[src/rtl/sa_cdc_pkg.sv]
`timescale 1ns/1ps
// ---------------------------------------------------------------------------
// sa_cdc_pkg
// Shared definitions for the 4-phase handshake CDC receiver.
//   state_e      : receiver FSM encoding (IDLE=0, VALID=1, ACK=2; 3 unused)
//   XFER_CNT_W   : width of the completed-transfer counter
//   sat_inc()    : saturating increment for the transfer counter
// ---------------------------------------------------------------------------
package sa_cdc_pkg;

    typedef enum logic [1:0] {
        IDLE  = 2'd0,
        VALID = 2'd1,
        ACK   = 2'd2
    } state_e;

    localparam int XFER_CNT_W = 16;

    // Counter sticks at all-ones instead of wrapping back to zero.
    function automatic logic [XFER_CNT_W-1:0] sat_inc(input logic [XFER_CNT_W-1:0] v);
        logic [XFER_CNT_W-1:0] r;
        if (&v) begin
            r = v;
        end else begin
            r = v + 1'b1;
        end
        return r;
    endfunction

endpackage

[src/rtl/sa_sync_bit.sv]
`timescale 1ns/1ps
// ---------------------------------------------------------------------------
// sa_sync_bit
// Single-bit multi-flop synchronizer with asynchronous clear to 0.
//   clk  : destination clock
//   clr_ : asynchronous active-low clear of every stage
//   d    : asynchronous input
//   q    : synchronized output (last stage)
// ---------------------------------------------------------------------------
module sa_sync_bit #(
    parameter int STAGES = 3
) (
    input  logic clk,
    input  logic clr_,
    input  logic d,
    output logic q
);

    logic [STAGES-1:0] sync_q;
    logic [STAGES-1:0] sync_d;

    // Shift towards the MSB; bit 0 is the metastability-catching stage.
    always_comb begin
        sync_d = {sync_q[STAGES-2:0], d};
    end

    always_ff @(posedge clk or negedge clr_) begin
        if (!clr_) begin
            sync_q <= '0;
        end else begin
            sync_q <= sync_d;
        end
    end

    assign q = sync_q[STAGES-1];

endmodule

[src/rtl/sa_hs_cdc_rx.sv]
`timescale 1ns/1ps
// ---------------------------------------------------------------------------
// sa_hs_cdc_rx
// Receive side of a 4-phase req/ack clock-domain crossing. The request is
// synchronized; the data bus is not, and is sampled only on the edge where
// the FSM leaves IDLE (the sender holds it stable while req is high).
//   clk        : receive-domain clock
//   clr_       : asynchronous active-low reset
//   req_async  : 4-phase request from the sender (unsynchronized)
//   data_async : sender data, stable while req_async=1
//   ack        : 4-phase acknowledge back to the sender (flop output)
//   out_valid  : captured word available downstream
//   out_ready  : downstream accepts the word
//   out_data   : captured word
//   xfer_cnt   : completed-transfer count, saturating at all-ones
//
// Downstream handshake: a word moves on a clk edge where out_valid and
// out_ready are both 1; out_valid/out_data stay fixed until that edge and
// out_ready has no effect while out_valid is 0.
// ---------------------------------------------------------------------------
module sa_hs_cdc_rx
    import sa_cdc_pkg::*;
#(
    parameter int WIDTH       = 32,
    parameter int SYNC_STAGES = 3
) (
    input  logic                  clk,
    input  logic                  clr_,
    input  logic                  req_async,
    input  logic [WIDTH-1:0]      data_async,
    output logic                  ack,
    output logic                  out_valid,
    input  logic                  out_ready,
    output logic [WIDTH-1:0]      out_data,
    output logic [XFER_CNT_W-1:0] xfer_cnt
);

    logic req_s;

    sa_sync_bit #(
        .STAGES (SYNC_STAGES)
    ) u_req_sync (
        .clk  (clk),
        .clr_ (clr_),
        .d    (req_async),
        .q    (req_s)
    );

    state_e                  state_q,     state_d;
    logic                    ack_q,       ack_d;
    logic                    out_valid_q, out_valid_d;
    logic [WIDTH-1:0]        out_data_q,  out_data_d;
    logic [XFER_CNT_W-1:0]   xfer_cnt_q,  xfer_cnt_d;

    always_comb begin
        state_d     = state_q;
        ack_d       = ack_q;
        out_valid_d = out_valid_q;
        out_data_d  = out_data_q;
        xfer_cnt_d  = xfer_cnt_q;

        case (state_q)
            IDLE: begin
                if (req_s) begin
                    out_data_d  = data_async;
                    out_valid_d = 1'b1;
                    state_d     = VALID;
                end
            end
            VALID: begin
                // A falling req_s here is a sender error; it is ignored and
                // the word is still delivered and acknowledged.
                if (out_valid_q && out_ready) begin
                    out_valid_d = 1'b0;
                    ack_d       = 1'b1;
                    xfer_cnt_d  = sat_inc(xfer_cnt_q);
                    state_d     = ACK;
                end
            end
            ACK: begin
                // Staying here while req_s is high is what blocks a second
                // capture of the same request.
                if (!req_s) begin
                    ack_d   = 1'b0;
                    state_d = IDLE;
                end
            end
            default: begin
                ack_d       = 1'b0;
                out_valid_d = 1'b0;
                state_d     = IDLE;
            end
        endcase
    end

    always_ff @(posedge clk or negedge clr_) begin
        if (!clr_) begin
            state_q     <= IDLE;
            ack_q       <= 1'b0;
            out_valid_q <= 1'b0;
            out_data_q  <= '0;
            xfer_cnt_q  <= '0;
        end else begin
            state_q     <= state_d;
            ack_q       <= ack_d;
            out_valid_q <= out_valid_d;
            out_data_q  <= out_data_d;
            xfer_cnt_q  <= xfer_cnt_d;
        end
    end

    assign ack       = ack_q;
    assign out_valid = out_valid_q;
    assign out_data  = out_data_q;
    assign xfer_cnt  = xfer_cnt_q;

endmodule

[config.mk]
export PLATFORM = sky130hd
export DESIGN_NAME = sa_hs_cdc_rx
export DESIGN_NICKNAME = d
export VERILOG_FILES = /design/src/rtl/sa_cdc_pkg.sv /design/src/rtl/sa_sync_bit.sv /design/src/rtl/sa_hs_cdc_rx.sv
export SDC_FILE = /design/constraint.sdc
export NUM_CORES = 1
export LEC_CHECK = 0
export BUFFER_PORTS_ARGS = -buffer_cell sky130_fd_sc_hd__buf_4
export CAP_MARGIN = 0
export CORE_ASPECT_RATIO = 0.8
export CORE_MARGIN = 2
export CORE_UTILIZATION = 48
export CTS_CLUSTER_SIZE = 30
export DETAILED_ROUTE_END_ITERATION = 8
export PLACE_DENSITY = 0.79
export SLEW_MARGIN = 25
export SYNTH_ARGS = -nofsm -noshare
export SYNTH_HDL_FRONTEND = slang
export SYNTH_SLANG_ARGS = --single-unit
[constraint.sdc]
create_clock -name clk -period 2.35 [get_ports clk]
set_clock_uncertainty 0.1 [all_clocks]
set_input_delay 0.235 -clock clk [delete_from_list [all_inputs] [get_ports clk]]
set_output_delay 0.235 -clock clk [all_outputs]
set_load 0.005 [all_outputs]
==> results.md <==
* Post-cts gate resize count at 0
* Static leakage power at around 1.5 nW
* Post-synthesis instance area at around 2300 um^2
* Clock net sink count at 55
* Io pins at 86
* Unrepaired setup endpoints after global routing: no
* Total negative setup slack at 0 ns
* Area growth from synthesis to final layout at 38.3%
* Leftover overflow at the end of global routing at 0
* Initial Util at 49.6%
* Number of endpoints with negative hold slack in the final report at 0
* Synthesized area per cell at between 10 and 15 um^2
* Delay of the slowest cell on the worst path at between 0.4 and 0.5 ns
* Power share of the sequential group at between 40% and 50%
* Cell type of the slowest stage on the worst timing path: nor4_4
* Top Family by Delay on Critical Path: simple AND/OR/NAND/NOR gates
* Combinational fraction of design power at roughly a third
* Area enclosed by the die boundary at around 5300 um^2
* Sequential fraction of the synthesis area at 61.1%
* Most frequent cells in the layout: buf_4 (87), dfrtp_1 (55), mux2_2 (33), xor2_1 (7)
* Share of post-route cells with drive strength above 1 at between 50 and 60%
* GP Congestion at 0.868
* Number of I/O port buffers at 85
* Number of max-capacitance violations reported at 0
* Power Density at approximately 1100 nW/um^2
* Clock network power share at approximately a fifth
* Number of global-route vias before repair at ~1.6k
* GRT Overall Usage at approximately a fifth
* Hold crit path type: primary input to flop
* Switching power of the nets at 0.000929 W
* Slew HR at 56.2%
* CP startpoint kind: flop
* Final count of negative-setup-slack endpoints at 0
* Remaining DRCs at 0
* Number of buffers inserted by post-CTS setup repair at 0
* Largest net degree at the start of global routing at 56
* Count of H-tree levels built during CTS at 2
* Maximum clock insertion buffer count at 2
* Number of buffers inserted during clock tree synthesis at 5
* Power after layout at 0.00342 W
* Fill cell instance count of the final layout at 361
* Combined buffer and inverter count along the critical path at 0
* Post-route clock period utilization at roughly 83%
* Critical path data arrival time at 2.03 ns
* #FFs+latches synth at 55
* Die Ht at between 60 and 70 um
* Diode insertion count for antenna repair at 0
* Chain of cells forming the critical path: ha_1 -> nand3_1 -> nor4_4 -> nor2_1 -> mux2_2
* Slew at the pin with the worst max-slew slack at roughly 0.66 ns
* Via total after detailed routing at between 1.5k and 2k
* Cell-internal power at around 0.0025 W
* Instance count of the mapped netlist at between 150 and 200
* Post-Syn Nets at 200
* Final wirelength at roughly 4.5 mm
* Outcome: finished clean
* Placeable core region at 4540 um^2
* Root cell of the clock tree: clkbuf_8
* Flip-flop and latch area at around 1400 um^2
* Proportion of total power due to net switching at between 20% and 30%
* Layout net count at just under 300
* CP Max Fanout at 6
* Post-DP HPWL at ~3.3 mm
* Critical path endpoint category: flop
* Required time worst endpoint at approximately 2.4 ns
* Number of pins exceeding their max-slew limit in the final report at 0
* Antenna Violating Nets Remaining at 0
* Synth unique cells at 35
* Total number of yosys warnings at 0
* DRT iter0 DRCs at 63
* Worst vdd ir at approximately 0.00085 V
* Die Width at 80.6 um
* Footprint of the multi-input gates at between 800 and 900 um^2
* Minimum clock period after layout at roughly 2.0 ns
* Number of iterations in the first detailed-routing pass at 4
* CTS tree: done
* Vias/cell at 5.13
* Clock Pin Slew Worst Setup and Hold Paths at approximately 0.1 ns
* Worst skew pair latency at approximately 0.29 ns
* Antenna violations before repair at 0
* Placement Rows at 22
* Maximum frequency from static timing analysis at roughly 500 MHz
* Commonest non-fill, non-tap cell in the layout: buf_4
* Type of the worst setup path: flop to flop
* First-pass GRT wire length at between 7 and 8 mm
* Wire length per cell after detailed routing at around 14 um
-- cells by family (layout without fill, tap and decap cells) --
| group | count (synthesis) | count (layout) | share of synthesized area, % |
|---|---|---|---|
| flip-flops | 55 | 55 | 61.1 |
| AND/OR/NAND/NOR | 42 | 42 | 12.0 |
| multiplexers | 34 | 34 | 17.0 |
| AO/OA/AOI/OAI | 12 | 12 | 3.56 |
| XOR/XNOR | 11 | 11 | 4.28 |
| buffers and inverters | 8 | 100 | 1.50 |
| adder cells (fa/ha/maj) | 1 | 1 | 0.556 |
-- layout make-up --
type / count / share of cell area [%]
Sequential cell: 55 / 44.2
Multi-Input combinational cell: 100 / 27.0
Timing Repair Buffer: 89 / 21.6
Tap cell: 60 / 2.41
Clock buffer: 5 / 2.21
Clock inverter: 3 / 2.17
Inverter: 3 / 0.362
-- synth_stat cells (all sizes together) --
cell / n / area (um^2)
dfrtp: 55 / 1380
mux2: 34 / 383
nor3: 7 / 40.0
xor2: 7 / 61.3
nand2: 6 / 22.5
nand3: 6 / 30.0
nand4: 5 / 46.3
nor2: 5 / 18.8
xnor2: 4 / 35.0
a31oi: 3 / 18.8
buf: 3 / 15.0
inv: 3 / 11.3
nor4: 3 / 33.8
a21oi: 2 / 10.0
clkbuf: 2 / 7.51
nor2b: 2 / 12.5
o21ai: 2 / 10.0
a311oi: 1 / 8.76
a41oi: 1 / 8.76
and2: 1 / 6.26
and4: 1 / 8.76
ha: 1 / 12.5
nand3b: 1 / 7.51
nand4b: 1 / 8.76
nor3b: 1 / 7.51
nor4b: 1 / 8.76
o211ai: 1 / 7.51
o21a: 1 / 7.51
o2bb2ai: 1 / 8.76
or3: 1 / 6.26
or4: 1 / 11.3
-- timing repair --
item                                    in CTS  in global routing
hold endpoints to repair                    56                  0
hold buffers                                 2                  0
endpoints found under the setup margin       0                  0
-- path summary, 6_finish.rpt --
kind | from | to | slack (ns) | cells after the start
max in group asynchronous | clr_ | xfer_cnt[13] | 1.26 | 2
worst min-delay path | out_ready | state_q[0] | 0.05 | 2
worst max-delay path | xfer_cnt[0] | xfer_cnt[1] | 0.40 | 5
worst max register to register | xfer_cnt[0] | xfer_cnt[1] | 0.40 | 5
min in group asynchronous | clr_ | out_data[23] | 0.45 | 2
worst min register to register | u_req_sync.sync_q[0] | u_req_sync.sync_q[1] | 0.24 | 0
-- metrics by stage --
step	hold slack, ns	cells	util (%)	setup WS (ns)	area (um^2)
finish	0.0484	315	68.5	0.395	3110
global route	0.0391	315	68.5	0.246	3110
CTS	0.0410	315	68.5	0.393	3110
detailed placement	0.221	305	65.1	0.407	2960
global placement	0.223	305	65.1	0.492	2960
floorplan	-0.161	163	-	0.549	2250
-- per-layer routing --
metal | global-route usage (%) | vias to the layer above | wire length, um
met5 | 0 | - | 0
met4 | 3.18 | 0 | 25
met3 | 3.71 | 2 | 214
met2 | 31.4 | 48 | 2290
met1 | 25.9 | 801 | 1980
li1 | - | 765 | -
-- state kept, by name (all words and copies together), names as in the netlist --
name / cells
u_req_sync.sync_q: 3
out_valid: 1
out_data: 32
state_q: 2
xfer_cnt: 16
ack: 1
-- power by group through the flow --
stage | logic (W) | clock network (W) | registers [W]
floorplan | 0.000486 | 0 | 0.00156
global placement | 0.00117 | 0 | 0.00154
detailed placement | 0.00119 | 0 | 0.00156
CTS | 0.00120 | 0.000734 | 0.00154
global route | 0.00128 | 0.000776 | 0.00160
finish | 0.00118 | 0.000711 | 0.00154
Note: power is estimated with default switching activity, not from simulation.
